$ cat src/rtl/vga_dither332.sv
// vga_dither332: reduces 6:6:6 RGB to the 3:3:2 DAC with 4x4 ordered (Bayer)
// dithering. Pixel position comes from the sync edges, so no pixel strobe is needed.
// Two register stages; syncs travel with the pixel so alignment is preserved.
module vga_dither332 #(
  parameter int PIX_DIV  = 2,
  parameter bit HS_POL   = 1'b0,
  parameter bit VS_POL   = 1'b0,
  parameter bit TEMPORAL = 1'b1
) (
  input  logic       CLK_50M,
  input  logic       RST,
  input  logic       EN,
  input  logic [5:0] R6,
  input  logic [5:0] G6,
  input  logic [5:0] B6,
  input  logic       HSYNC_IN,
  input  logic       VSYNC_IN,
  output logic [2:0] VGA_R,
  output logic [2:0] VGA_G,
  output logic [1:0] VGA_B,
  output logic       VGA_HSYNC,
  output logic       VGA_VSYNC
);

  localparam int DATA_W = 6;
  localparam int COEF_W = 4;
  localparam int SUM_W  = DATA_W + 1;
  localparam logic [1:0] DIV_LAST = 2'(PIX_DIV - 1);

  // 4x4 Bayer threshold matrix, row = yi, column = xi.
  function automatic logic [COEF_W-1:0] bayer(input logic [1:0] yi, input logic [1:0] xi);
    case ({yi, xi})
      4'h0: bayer = 4'd0;   4'h1: bayer = 4'd8;   4'h2: bayer = 4'd2;   4'h3: bayer = 4'd10;
      4'h4: bayer = 4'd12;  4'h5: bayer = 4'd4;   4'h6: bayer = 4'd14;  4'h7: bayer = 4'd6;
      4'h8: bayer = 4'd3;   4'h9: bayer = 4'd11;  4'hA: bayer = 4'd1;   4'hB: bayer = 4'd9;
      4'hC: bayer = 4'd15;  4'hD: bayer = 4'd7;   4'hE: bayer = 4'd13;  default: bayer = 4'd5;
    endcase
  endfunction

  // 6-bit channel to 3 bits: add half the threshold, drop 3 LSBs, clamp at 7.
  function automatic logic [2:0] dith_rg(input logic [DATA_W-1:0] c, input logic [COEF_W-1:0] t,
                                         input logic en);
    logic [SUM_W-1:0] s;
    logic [3:0]       q;
    s = {1'b0, c} + SUM_W'(t >> 1);
    q = 4'(s >> 3);
    if (!en)      dith_rg = c[5:3];
    else if (q[3]) dith_rg = 3'd7;
    else          dith_rg = q[2:0];
  endfunction

  // 6-bit channel to 2 bits: add the full threshold, drop 4 LSBs, clamp at 3.
  function automatic logic [1:0] dith_b(input logic [DATA_W-1:0] c, input logic [COEF_W-1:0] t,
                                        input logic en);
    logic [SUM_W-1:0] s;
    logic [2:0]       q;
    s = {1'b0, c} + SUM_W'(t);
    q = 3'(s >> 4);
    if (!en)       dith_b = c[5:4];
    else if (q[2]) dith_b = 2'd3;
    else           dith_b = q[1:0];
  endfunction

  // Previous-cycle syncs; these also serve as the stage-1 sync registers.
  logic hs_q, vs_q;
  logic [1:0] div_q, div_d, x_q, x_d, y_q, y_d, frame_q, frame_d;
  logic hs_trail, vs_act, vs_lead;
  logic [1:0] xi, yi;
  logic [COEF_W-1:0] thr_now;

  logic [DATA_W-1:0] r_p1_q, g_p1_q, b_p1_q;
  logic [COEF_W-1:0] thr_p1_q;
  logic              en_p1_q;
  logic              blank_p1;

  logic [2:0] r_p2_q, g_p2_q;
  logic [1:0] b_p2_q;
  logic       hs_p2_q, vs_p2_q;

  // Next-state of the position counters from the sync edges and the pixel divider.
  always_comb begin
    vs_act   = (VSYNC_IN == VS_POL);
    hs_trail = (HSYNC_IN != HS_POL) && (hs_q == HS_POL);
    vs_lead  = vs_act && (vs_q != VS_POL);
    div_d    = div_q;
    x_d      = x_q;
    y_d      = y_q;
    frame_d  = frame_q;
    if (hs_trail) begin
      div_d = 2'd0;
      x_d   = 2'd0;
      y_d   = y_q + 2'd1;
    end else if (div_q == DIV_LAST) begin
      div_d = 2'd0;
      x_d   = x_q + 2'd1;
    end else begin
      div_d = div_q + 2'd1;
    end
    // Parking y at 3 during vsync makes the first visible line y=0.
    if (vs_act) y_d = 2'd3;
    if (vs_lead) frame_d = frame_q + 2'd1;
  end

  // Threshold for the pixel sampled this cycle, from the counters before this edge's update.
  always_comb begin
    xi = x_q;
    yi = y_q;
    if (TEMPORAL) begin
      xi = x_q ^ {frame_q[0], frame_q[1]};
      yi = y_q ^ {frame_q[1], 1'b0};
    end
    thr_now = bayer(yi, xi);
  end

  // Position counter registers.
  always_ff @(posedge CLK_50M) begin
    if (RST) begin
      div_q   <= 2'd0;
      x_q     <= 2'd0;
      y_q     <= 2'd3;
      frame_q <= 2'd0;
    end else begin
      div_q   <= div_d;
      x_q     <= x_d;
      y_q     <= y_d;
      frame_q <= frame_d;
    end
  end

  // ---- Stage 1: capture pixel, syncs, threshold and enable ----
  always_ff @(posedge CLK_50M) begin
    if (RST) begin
      hs_q     <= ~HS_POL;
      vs_q     <= ~VS_POL;
      r_p1_q   <= '0;
      g_p1_q   <= '0;
      b_p1_q   <= '0;
      thr_p1_q <= '0;
      en_p1_q  <= 1'b0;
    end else begin
      hs_q     <= HSYNC_IN;
      vs_q     <= VSYNC_IN;
      r_p1_q   <= R6;
      g_p1_q   <= G6;
      b_p1_q   <= B6;
      thr_p1_q <= thr_now;
      en_p1_q  <= EN;
    end
  end

  assign blank_p1 = (hs_q == HS_POL) || (vs_q == VS_POL);

  // ---- Stage 2: dither, saturate, blank and drive the DAC ----
  always_ff @(posedge CLK_50M) begin
    if (RST) begin
      r_p2_q  <= '0;
      g_p2_q  <= '0;
      b_p2_q  <= '0;
      hs_p2_q <= ~HS_POL;
      vs_p2_q <= ~VS_POL;
    end else begin
      r_p2_q  <= blank_p1 ? 3'd0 : dith_rg(r_p1_q, thr_p1_q, en_p1_q);
      g_p2_q  <= blank_p1 ? 3'd0 : dith_rg(g_p1_q, thr_p1_q, en_p1_q);
      b_p2_q  <= blank_p1 ? 2'd0 : dith_b(b_p1_q, thr_p1_q, en_p1_q);
      hs_p2_q <= hs_q;
      vs_p2_q <= vs_q;
    end
  end

  assign VGA_R     = r_p2_q;
  assign VGA_G     = g_p2_q;
  assign VGA_B     = b_p2_q;
  assign VGA_HSYNC = hs_p2_q;
  assign VGA_VSYNC = vs_p2_q;

endmodule

$ cat config.mk
export PLATFORM = sky130hd
export DESIGN_NAME = vga_dither332
export DESIGN_NICKNAME = d
export VERILOG_FILES = /design/src/rtl/vga_dither332.sv
export SDC_FILE = /design/constraint.sdc
export NUM_CORES = 1
export LEC_CHECK = 0
export ABC_AREA = 1
export BUFFER_PORTS_ARGS = -buffer_cell sky130_fd_sc_hd__buf_2
export CAP_MARGIN = 20
export CORE_ASPECT_RATIO = 1.25
export CORE_UTILIZATION = 42
export DETAILED_ROUTE_END_ITERATION = 10
export SLEW_MARGIN = 20
export SYNTH_ARGS = -nofsm -noshare
export SYNTH_HDL_FRONTEND = slang
export SYNTH_SLANG_ARGS = --single-unit
$ cat constraint.sdc
create_clock -name CLK_50M -period 2.7 [get_ports CLK_50M]
set_input_delay 0.54 -clock CLK_50M [delete_from_list [all_inputs] [get_ports CLK_50M]]
set_output_delay 0.54 -clock CLK_50M [all_outputs]
set_load 0.01 [all_outputs]
Word-level counts from Yosys, hierarchy flattened
Memories as Yosys holds them, arrays and structs flattened. A register that Yosys moved wholly into a read port is not among the register bits.
Cells that the tools add are included.
W data, S select, Z words.
- register bits: 39
- ROM bits: 64
- input port bits: 23
- output and inout bits: 10
- memories kept: 1
- memories (name ; depth ; bits a word ; read ports ; clocked after Yosys merged registers in ; wr ports ; RTL line ; text):
    (name not given) ; 16 ; 4 ; 1 ; 1 ; 0 ; 32 ; case ({yi, xi})
- add/sub/neg operators: 7
- eq/ne operators: 1
- multiplexer cells: 6
- bitwise gates (word level): 5
- reductions and logical operators: 7
- operator list (operator ; number):
    $add A6 B3 Y7 ; 2
    $mux W3 ; 4
    $add A2 B1 Y2 const B ; 4
    $add A6 B4 Y7 ; 1
    $reduce_or A2 Y1 ; 3
    $mux W2 ; 2
    $xor A2 B2 Y2 ; 2
    $not A1 Y1 ; 3
    $reduce_or A3 Y1 ; 1
    $eq A2 B1 Y1 const B ; 1
    $logic_and A1 B1 Y1 ; 2
    $logic_or A1 B1 Y1 ; 1

Longest topological paths before layout
Gate-level depths: netlist of run 1.
- depth in word-level cells: 3
- gate-level depth with buffers: 9
- mapped depth without buffers: 9

Least setup slack after synthesis of run 1
OpenSTA, ideal clock, no wires.
- path kind: register -> register
- start: register thr_p1_q[3]
- end: register r_p2_q[0] (netlist: VGA_R[0])
- library setup time: 0.114 ns
- data arrival time: 1.020 ns
- setup slack: 1.566 ns
- stages on the path, launching flop included: 9
- period minus slack after synthesis: 1.134 ns
- cells stage by stage: dfxtp_1 > ha_1 > nand2_1 > inv_1 > nand2_1 > nand2_1 > nand3_1 > a21oi_1 > nor2_1
- word-level cells in the longest chain between the ends: 3
- RTL lines (what ; RTL line ; text):
    start: declaration ; 72 ; logic [COEF_W-1:0] thr_p1_q;
    $add A6 B3 Y7 ; 45 ; s = {1'b0, c} + SUM_W'(t >> 1);
    $mux W3 ; 48 ; else if (q[3]) dith_rg = 3'd7;
    $mux W3 ; 47 ; if (!en) dith_rg = c[5:3];
    end signal: assignment ; 162 ; r_p2_q <= blank_p1 ? 3'd0 : dith_rg(r_p1_q, thr_p1_q, en_p1_q);
    end: declaration ; 76 ; logic [2:0] r_p2_q, g_p2_q;
No other way between the ends.
A chain may end at the register's enable or synchronous reset.

Worst setup path after layout of run 1
- start: register thr_p1_q[3]
- end: register g_p2_q[1] (netlist: VGA_G[1])
- word-level cells in the longest chain between the ends: 3
- RTL lines (what ; RTL line ; text):
    $add A6 B3 Y7 ; 45 ;
    $mux W3 ; 48 ;
    $mux W3 ; 47 ;
    end signal: assignment ; 163 ; g_p2_q <= blank_p1 ? 3'd0 : dith_rg(g_p1_q, thr_p1_q, en_p1_q);
    end: declaration ; 76 ;
No other way between the ends.

==> summary.txt, run 1 <==
Power and ir drop
  – Leakage component of the power: ~0.0010 uW
  – Internal Pwr Total: 905 uW
  – Fraction of power spent switching nets: between 20% and 30%
  – Combinational power share: between 9 and 10%
  – Clock group share of total power: a little under a third
  – Pwr Density: 634 nW/um^2
  – Sequential share of power: 58.3%
  – Highest ir drop seen on vdd: roughly 0.44 mV
  – Net load switching power: 282 uW

GRT
  – Initial antenna violation count: 0
  – Pin count of the biggest net entering global routing: 26
  – Aggregate global routing overflow: 0
  – First-pass GRT wire length: 4560 um
  – Global-route usage over all layers: 14.7%
  – Number of global-route vias before repair: approximately 1200

Layout
  – Antenna Diode Count: 0
  – Share of layout cells above drive strength 1: between 15 and 20%
  – Number of fill cells in the layout: 370
  – Count of nets after finishing: 266
  – Sequential standard cell area: roughly 860 um^2
  – Post-synthesis to final-layout area growth: 16.4%
  – Area used by multi-input combinational logic: approximately 560 um^2
  – Post-route design area: 1870 um^2
  – Non-filler cells in the finished layout: roughly 280

Yosys
  – Number of distinct standard cells referenced by the synthesized netlist: 18
  – Nets in the synthesized netlist: between 200 and 250
  – Predominant post-synthesis flop cell: dfxtp_1
  – Number of storage elements in the synthesis netlist: 43
  – Most common library cells after synthesis: dfxtp_1 (43), inv_1 (41), nand2_1 (34), nor2_1 (34), a21oi_1 (12)
  – Async S/R FF share, synth: 0%
  – Main area contributors after synthesis: dfxtp_1 (54%), inv_1 (9.6%), nand2_1 (7.9%), nor2_1 (7.9%), ha_1 (6.2%)
  – Register area share after synthesis: 53.5%
  – Synth Area per Inst: 8.04 um^2
  – Cell type with the highest aggregate area in the netlist: dfxtp_1
  – Number of warnings issued by yosys: 0
  – Area of the mapped netlist: between 1500 and 2000 um^2
  – Cells after synthesis: 200
  – Portion of synthesized cell area occupied by the leading cell type: between 50% and 60%
  – Most repeated cell in the gate-level netlist after synthesis: dfxtp_1
  – Count of flip-flops with a built-in enable after synthesis: 0

Critical path
  – Kind of critical path: reg2reg
  – Cell-by-cell trace of the critical path: ha_1, a21oi_1, nand2_1, nand3_1, nand2_1, nand2_1, nor2_1
  – Highest cell delay on the worst timing path: 0.38 ns
  – Cell seen most often among critical-path stages: nand2_1
  – CP startpoint kind: flop
  – Worst EP arrival: 1.48 ns
  – CP endpoint kind: flop
  – Critical path's slowest cell: dfxtp_1
  – Endpoint required time on the critical path: 2.90 ns
  – Cell class contributing the biggest share of worst-path delay: flip-flops
  – Buffering stage count on the worst path with inverters included: 0
  – Largest fanout on the critical path: 3

Floorplan
  – IO Pins: 33
  – Effective utilization at floorplan: 45.0%
  – Core box area: 3570 um^2
  – Area of the die: 4080 um^2
  – Height of the die: 71.2 um
  – Horizontal die dimension: between 50 and 60 um
  – Cell row count: 24

Drt
  – Count of antenna-violating nets left after detailed routing: 0
  – Count of vias placed by the detailed router: 1227
  – Detailed-route wire length per cell: between 9 and 10 um
  – Drc violations: 5
  – Detailed router's first-iteration violation count: 18
  – Final Routed Wirelength: roughly 2500 um
  – Post-DR vias/cell: 4.46
  – Number of optimization iterations in the first detailed-route pass: 7

Placement
  – Number of buffers added on ports: 32
  – Detail Placement HPWL: 1940 um
  – Total placed instance area: 1790 um^2
  – Placed cell count: 267
  – RD Place Congestion: 0.734

STA
  – Max Freq: 780 MHz
  – Post-route minimum period: 1.28 ns
  – Final period utilization: 47.5%
  – Headroom to the max-slew limit: 71.3%
  – Hold Vio Cnt, Final: 0
  – Post-Route Skew: about 0.0049 ns
  – Setup repair after global routing missed its margin: no
  – Count of final max-slew check failures: 0
  – Total of endpoints with negative setup slack in the final report: 0
  – Setup TNS after final layout: 0 ns
  – Actual transition at the worst max-transition pin: 0.430 ns

Job
  – Number of max-cap violations: 0

Min path
  – HP Class: reg2reg

Clock network
  – Clock Pin Slew Worst Setup and Hold Paths: approximately 0.07 ns
  – Clock sink count: 43
  – Deepest level of the CTS H-tree: 2
  – Clock tree from TritonCTS: done
  – Count of buffers added by post-CTS timing repair for setup: 0
  – Number of buffers added to fix hold violations after cts: 0
  – Later-pin clock latency in the skew report: 0.29 ns
  – PostCTS Resize Cnt: 0
  – Maximum count of clock buffers along a single path: 2
  – Clock Root Buffer: clkbuf_8
  – Inserted Clock Buffers: 5

Status
  – Status: finished, violations left
  – Violated checks: DRC
[per-stage QoR]
stage	total power [uW]	util (%)	hold WS [ns]	setup WS, ns
after floorplan	787	-	0.404	1.57
after global placement	823	50.1	0.418	1.19
after detailed placement	826	50.1	0.420	1.18
after CTS	1210	52.4	0.434	1.38
after global routing	1260	52.4	0.444	1.31
final	1190	52.4	0.432	1.42
[sequential cells by signal, summed over array words and instances (netlist names), 3 cells and up]
register / cells
VGA_G: 3
VGA_R: 3
b_p1_q: 6
g_p1_q: 6
r_p1_q: 6
thr_p1_q: 4
[power groups by stage]
| stage | clock, uW | sequential [uW] | combinational [uW] |
|---|---|---|---|
| floorplan | 0 | 704 | 83.7 |
| global route | 421 | 696 | 142 |
| global placement | 0 | 706 | 117 |
| CTS | 396 | 692 | 120 |
| detailed placement | 0 | 707 | 120 |
| finish | 378 | 691 | 117 |
[area by class of cell]
type	count	area share, %
Tap cell	39	2.61
Clock buffer	7	4.08
Multi-Input combinational cell	111	30.1
Sequential cell	43	46.0
Clock inverter	1	0.267
Inverter	42	8.42
Timing Repair Buffer	32	8.56
[per-layer routing]
| metal | track usage, % | wire length (um) |
|---|---|---|
| met1 | 15.8 | 1120 |
| met2 | 25.5 | 1200 |
| met3 | 4.94 | 101 |
| met4 | 7.32 | 59 |
| met5 | 0 | 0 |
[path summary, 6_finish.rpt]
kind                          start                  end  slack [ns]  cells after the start
min reg2reg     div_q[0]$_SDFF_PP0_  div_q[0]$_SDFF_PP0_        0.43                      1
max reg2reg  thr_p1_q[3]$_SDFF_PP0_  VGA_G[1]$_SDFF_PP0_        1.42                      7
max          thr_p1_q[3]$_SDFF_PP0_  VGA_G[1]$_SDFF_PP0_        1.42                      7
min             div_q[0]$_SDFF_PP0_  div_q[0]$_SDFF_PP0_        0.43                      1
[cells by family after synthesis]
group | share of synthesized area, %
compound gates | 5.45
xor+xnor | 2.18
fa+ha+maj | 6.23
buf+inv | 11.4
flops | 53.5
simple gates | 21.2
[cells in the final DEF (no fill, tap or decap)]
master	count
inv_2	1
xnor2_1	3
clkinv_2	1
nor2_1	34
nor3_1	3
xor2_1	1
clkbuf_1	2
nand3_1	7
nor3_4	1
or2_2	1
clkbuf_8	5
nand2_1	34
nand4_1	2
a21boi_0	1
buf_2	32
inv_1	41
dfxtp_1	43
a21oi_1	12
ha_1	8
o21ai_0	4
Note: power is estimated with default switching activity, not from simulation.
==> run 2: changes to the inputs <==
==> constraint.sdc (replaced) <==
create_clock -name CLK_50M -period 1.2 [get_ports CLK_50M]
set_input_delay 0.24 -clock CLK_50M [delete_from_list [all_inputs] [get_ports CLK_50M]]
set_output_delay 0.24 -clock CLK_50M [all_outputs]
set_load 0.01 [all_outputs]
==> run 2 against run 1 <==
The flow finishes with violations (DRC, setup timing). Register-to-register slack got worse by 1.4 ns. Worst hold slack got worse by 0.29 ns. Critical path depth increased by 1. Cell count increased by 0.36%. Sequential share of layout area decreased by 2.1 points. Via count increased by 0.81%. Critical path type unchanged.
==> summary.txt, run 2 (synthesis results as in run 1) <==
Drt
  – Drc violations: 5
  – Met3 wire length: about 100 um
  – Met2 Routed Length: 1300 um
  – Count of antenna-violating nets left after detailed routing: 0
  – Top sig layer: met4
  – Detailed-route wire length per cell: 9.45 um
  – Count of vias placed by the detailed router: roughly 1200
  – Detailed router's first-iteration violation count: 33
  – Final Routed Wirelength: around 2600 um
  – Post-DR vias/cell: approximately 4.5
  – DRT met1 WL: 1150 um
  – Number of optimization iterations in the first detailed-route pass: 7

Job
  – Number of max-cap violations: 0

STA
  – Post-Route Skew: 0.00665 ns
  – Count of final max-slew check failures: 0
  – Worst setup slack after layout: -0.0309 ns
  – Hold Vio Cnt, Final: 0
  – Final worst hold slack: 0.144 ns
  – Post-route minimum period: approximately 1.2 ns
  – Actual transition at the worst max-transition pin: slightly below 0.3 ns
  – Headroom to the max-slew limit: between 80% and 90%
  – Max Freq: 812 MHz
  – Total of endpoints with negative setup slack in the final report: 3
  – Setup repair after global routing missed its margin: yes
  – Final period utilization: 103%

Clock network
  – Deepest level of the CTS H-tree: 2
  – Maximum count of clock buffers along a single path: 2
  – Later-pin clock latency in the skew report: ~0.29 ns
  – Inserted Clock Buffers: 5
  – Clock Pin Slew Worst Setup and Hold Paths: 0.08 ns
  – Count of buffers added by post-CTS timing repair for setup: 0
  – Number of buffers added to fix hold violations after cts: 0
  – Clock sink count: 43
  – Clock Root Buffer: clkbuf_8
  – Clock tree from TritonCTS: done

Critical path
  – Cell-by-cell trace of the critical path: ha_4, nand2_2, inv_2, nand2_2, nand2_2, nand4_1, nor2_1, nor2_1
  – Buffering stage count on the worst path with inverters included: 1
  – Highest cell delay on the worst timing path: 0.37 ns
  – CP endpoint kind: flop
  – Critical path's slowest cell: dfxtp_4
  – Cell seen most often among critical-path stages: nand2_2
  – Cell depth of the worst setup path: 8
  – Largest fanout on the critical path: 3
  – Endpoint required time on the critical path: 1.39 ns
  – Reg2Reg Depth: 8
  – Cell class contributing the biggest share of worst-path delay: simple AND/OR/NAND/NOR gates
  – CP startpoint kind: flop
  – Kind of critical path: reg2reg
  – Worst EP arrival: 1.42 ns

Layout
  – Post-synthesis to final-layout area growth: 22.9%
  – Leading registers by flop count: b_p1_q (6), g_p1_q (6), r_p1_q (6)
  – Antenna Diode Count: 0
  – Sequential standard cell area: 867 um^2
  – Most common library cell in the layout ignoring fill and taps: dfxtp_1
  – Count of nets after finishing: 268
  – Commonest cells after routing, fill and taps aside: dfxtp_1 (40), inv_1 (39), nor2_1 (34), buf_2 (32), nand2_1 (27)
  – Share of layout cells above drive strength 1: 26.2%
  – Post-route design area: 1980 um^2
  – Number of fill cells in the layout: between 300 and 400
  – Final cell utilization of the core: 55.3%
  – Area used by multi-input combinational logic: 621 um^2

Power and ir drop
  – Leakage component of the power: between 0.001 and 0.0015 uW
  – Highest ir drop seen on vdd: about 0.78 mV
  – Pwr Density: 1490 nW/um^2

Status
  – Violated checks: DRC, setup timing
  – Status: finished, violations left

Placement
  – Post-placement worst setup slack: -0.0349 ns
  – RD Place Congestion: 0.742
  – Detail Placement HPWL: 1920 um
  – Total placed instance area: 1810 um^2
  – Number of buffers added on ports: 32

Floorplan
  – Horizontal die dimension: 57.3 um
  – Effective utilization at floorplan: between 40% and 50%
  – Core box area: 3570 um^2
  – Area of the die: 4080 um^2
  – IO Pins: 33
  – Cell row count: 24
  – Height of the die: 71.2 um

GRT
  – Pin count of the biggest net entering global routing: 19
  – Aggregate global routing overflow: 0
  – First-pass GRT wire length: roughly 4800 um
  – Initial antenna violation count: 0
  – Global-route usage over all layers: 15.4%
  – Number of global-route vias before repair: 1203

Min path
  – Number of instances on the worst hold path: 3
  – HP Class: in2reg
[run 2: changes by cell type in the layout (fill, tap and decap cells not counted), moves of 3 or more]
cell / before / now
nand2_1: 34 / 27
nand2_2: 0 / 7
a21oi_1: 12 / 8
a21oi_2: 0 / 4
dfxtp_1: 43 / 40
[run 2: cell type report]
class                      instances  share of cell area, %
clock inverter                     2                   1.90
multi-input combinational        111                   31.4
clock buffer                       5                   3.48
tap                               39                   2.47
timing repair buffer              34                   8.87
sequential                        43                   43.9
inverter                          42                   7.98
[run 2: through the flow]
step           setup TNS (ns)  cells  power, uW
4_1_cts               -0.0982    276       2950
5_1_grt                -0.701    276       3100
3_5_place_dp           -0.130    269       1870
6_report              -0.0766    276       2940
2_1_floorplan               0    200       1770
3_3_place_gp          -0.0130    269       1860
[run 2: what timing repair did]
item	4_1_cts	5_1_grt
gates cloned	0	0
setup endpoints to repair	6	8
hold endpoints to repair	0	0
gates resized for setup	6	13
pin swaps	4	3
[run 2: final timing paths]
| path | start | to | slack [ns] |
|---|---|---|---|
| worst max register to register | thr_p1_q[3]$_SDFF_PP0_ | VGA_G[1]$_SDFF_PP0_ | -0.03 |
| worst max-delay path | thr_p1_q[3]$_SDFF_PP0_ | VGA_G[1]$_SDFF_PP0_ | -0.03 |
| worst min register to register | div_q[0]$_SDFF_PP0_ | div_q[0]$_SDFF_PP0_ | 0.43 |
| worst min-delay path | B6[5] | b_p1_q[5]$_SDFF_PP0_ | 0.14 |
[run 2: worst min-delay path: cells and delay by family]
| kind | cells | cell delay [ns] |
|---|---|---|
| buf+inv | 2 | 0.11 |
| simple gates | 1 | 0.06 |
[run 2: where the power goes]
part / internal [uW] / switching (uW) / leakage (uW)
clock: 608 / 460 / 0.0000502
sequential: 1510 / 49.6 / 0.000357
combinational: 143 / 165 / 0.000638
[run 2: routing by layer]
metal | track usage (%) | vias to the layer above
li1 | - | 671
met1 | 17.5 | 541
met2 | 26.1 | 18
met3 | 4.94 | 7
met4 | 6.50 | 0
met5 | 0 | -
==> run 3: changes to the inputs <==
--- a/config.mk
+++ b/config.mk
@@ -10,7 +10,9 @@
 export CAP_MARGIN = 20
 export CORE_ASPECT_RATIO = 1.25
 export CORE_UTILIZATION = 42
+export CTS_CLUSTER_SIZE = 24
 export DETAILED_ROUTE_END_ITERATION = 10
+export RECOVER_POWER = 100
 export SLEW_MARGIN = 20
 export SYNTH_ARGS = -nofsm -noshare
 export SYNTH_HDL_FRONTEND = slang
==> run 3 against run 2 <==
The run still ends with DRC, setup timing left. Critical endpoint unchanged. Worst setup slack barely moved. Clock power is essentially flat. Clock skew hardly changed.
==> summary.txt, run 3 (synthesis results as in run 1) <==
Min path
  – Terminating pin of the worst hold path: b_p1_q[5]$_SDFF_PP0_
  – Number of instances on the worst hold path: 3
  – Hold Crit Start: B6[5]
  – HP Class: in2reg

Floorplan
  – Height of the die: between 70 and 80 um
  – Area of the die: 4080 um^2
  – Effective utilization at floorplan: about 45%
  – Core box area: 3570 um^2
  – Cell row count: 24
  – Horizontal die dimension: ~57 um
  – IO Pins: 33

Drt
  – Count of vias placed by the detailed router: 1237
  – Count of antenna-violating nets left after detailed routing: 0
  – Detailed router's first-iteration violation count: 32
  – Number of optimization iterations in the first detailed-route pass: 9
  – Post-DR vias/cell: ~4.5
  – Drc violations: 4
  – Detailed-route wire length per cell: 9.53 um
  – Final Routed Wirelength: 2630 um

GRT
  – Global-route usage over all layers: 15.4%
  – Aggregate global routing overflow: 0
  – Initial antenna violation count: 0
  – Pin count of the biggest net entering global routing: 19
  – Number of global-route vias before repair: 1203
  – First-pass GRT wire length: about 4800 um

Critical path
  – Worst EP arrival: 1.42 ns
  – Cell-by-cell trace of the critical path: ha_4, nand2_2, inv_2, nand2_2, nand2_2, nand4_1, nor2_1, nor2_1
  – Buffering stage count on the worst path with inverters included: 1
  – Start of the worst register-to-register path: thr_p1_q[3]$_SDFF_PP0_
  – Cell seen most often among critical-path stages: nand2_2
  – Endpoint required time on the critical path: 1.39 ns
  – Critical path's slowest cell: dfxtp_4
  – Capture point of the worst reg-to-reg path: VGA_G[1]$_SDFF_PP0_
  – Reg2Reg Depth: 8
  – Setup slack on the worst flop-to-flop path: -0.03 ns
  – Launch point of the worst path: thr_p1_q[3]$_SDFF_PP0_
  – Cell class contributing the biggest share of worst-path delay: simple AND/OR/NAND/NOR gates
  – Kind of critical path: reg2reg
  – CP endpoint kind: flop
  – Largest fanout on the critical path: 3
  – CP startpoint kind: flop
  – Highest cell delay on the worst timing path: 0.37 ns

Clock network
  – Later-pin clock latency in the skew report: approximately 0.29 ns
  – Clock Pin Slew Worst Setup and Hold Paths: 0.08 ns
  – Count of buffers added by post-CTS timing repair for setup: 0
  – Clock Root Buffer: clkbuf_8
  – Inserted Clock Buffers: 5
  – Clock sink count: 43
  – Clock tree from TritonCTS: done
  – Maximum count of clock buffers along a single path: 2
  – Deepest level of the CTS H-tree: 2

Power and ir drop
  – Leakage component of the power: 0.00101 uW
  – Pwr Density: between 1000 and 1500 nW/um^2
  – Highest ir drop seen on vdd: 0.779 mV

Status
  – Violated checks: DRC, setup timing
  – Status: finished, violations left

STA
  – Total of endpoints with negative setup slack in the final report: 3
  – Headroom to the max-slew limit: 74.7%
  – Max Freq: 812 MHz
  – Setup repair after global routing missed its margin: yes
  – Count of final max-slew check failures: 0
  – Worst setup slack after layout: -0.0308 ns
  – Post-route minimum period: 1.23 ns
  – Actual transition at the worst max-transition pin: 0.379 ns
  – Setup TNS after final layout: -0.0761 ns
  – Hold Vio Cnt, Final: 0
  – Final period utilization: 103%
  – Post-Route Skew: about 0.0066 ns

Layout
  – Post-route design area: 1960 um^2
  – Count of nets after finishing: 268
  – Area used by multi-input combinational logic: 621 um^2
  – Leading registers by flop count: b_p1_q (6), g_p1_q (6), r_p1_q (6)
  – Post-synthesis to final-layout area growth: 21.9%
  – Commonest cells after routing, fill and taps aside: dfxtp_1 (40), inv_1 (39), nor2_1 (34), nand2_1 (27), buf_2 (21)
  – Sequential standard cell area: 867 um^2
  – Number of fill cells in the layout: 340
  – Final cell utilization of the core: 54.8%
  – Most common library cell in the layout ignoring fill and taps: dfxtp_1
  – Antenna Diode Count: 0
  – Share of layout cells above drive strength 1: 21.5%

Job
  – Number of max-cap violations: 0

Placement
  – Detail Placement HPWL: 1920 um
  – Total placed instance area: 1810 um^2
  – RD Place Congestion: 0.742
  – Number of buffers added on ports: 32
run 3: changes by cell type in the layout (fill, tap and decap cells not counted), sizes merged:
cell / previous run / this run
buf: 34 / 22
clkbuf: 5 / 17
run 3: layer usage:
layer	wire length, um	vias to the layer above	GRT usage [%]
met3	102	7	4.94
met2	1300	18	26.1
li1	-	671	-
met4	57	0	6.50
met1	1170	541	17.5
met5	0	-	0
run 3: metrics by stage:
stage | cells | total power (uW) | hold WS [ns] | setup slack, ns
global placement | 269 | 1860 | 0.416 | -0.0130
global route | 276 | 3090 | 0.144 | -0.140
detailed placement | 269 | 1870 | 0.423 | -0.0349
CTS | 276 | 2950 | 0.139 | -0.0295
floorplan | 200 | 1770 | 0.345 | 0.0658
finish | 276 | 2930 | 0.144 | -0.0308
run 3: layout make-up:
class / count / share of cell area [%]
multi-input combinational: 111 / 31.7
clock buffer: 5 / 3.51
sequential: 43 / 44.3
timing repair buffer: 34 / 8.11
tap: 39 / 2.49
inverter: 42 / 8.05
clock inverter: 2 / 1.92
run 3: power by group:
group | switching (uW) | total (uW) | internal, uW
combinational | 165 | 303 | 138
clock | 460 | 1070 | 608
sequential | 50.1 | 1560 | 1510
total | 675 | 2930 | 2260
run 3: worst min-delay path, cell delays in order:
cell    delay, ns
buf_2        0.08
inv_1        0.03
nor2_1       0.06
run 3: how the worst max path moves through the flow:
stage,slack (ns),endpoint,cells past startpoint
floorplan,0.07,VGA_R[0]$_SDFF_PP0_,8
global placement,-0.01,VGA_G[0]$_SDFF_PP0_,8
detailed placement,-0.03,VGA_R[1]$_SDFF_PP0_,8
CTS,-0.03,VGA_G[1]$_SDFF_PP0_,8
global route,-0.14,VGA_G[1]$_SDFF_PP0_,8
finish,-0.03,VGA_G[1]$_SDFF_PP0_,8
run 3: timing repair:
action,4_1_cts,5_1_grt
pin swaps,4,3
hold buffers,0,0
gates resized for setup,6,13
setup endpoints to repair,6,8
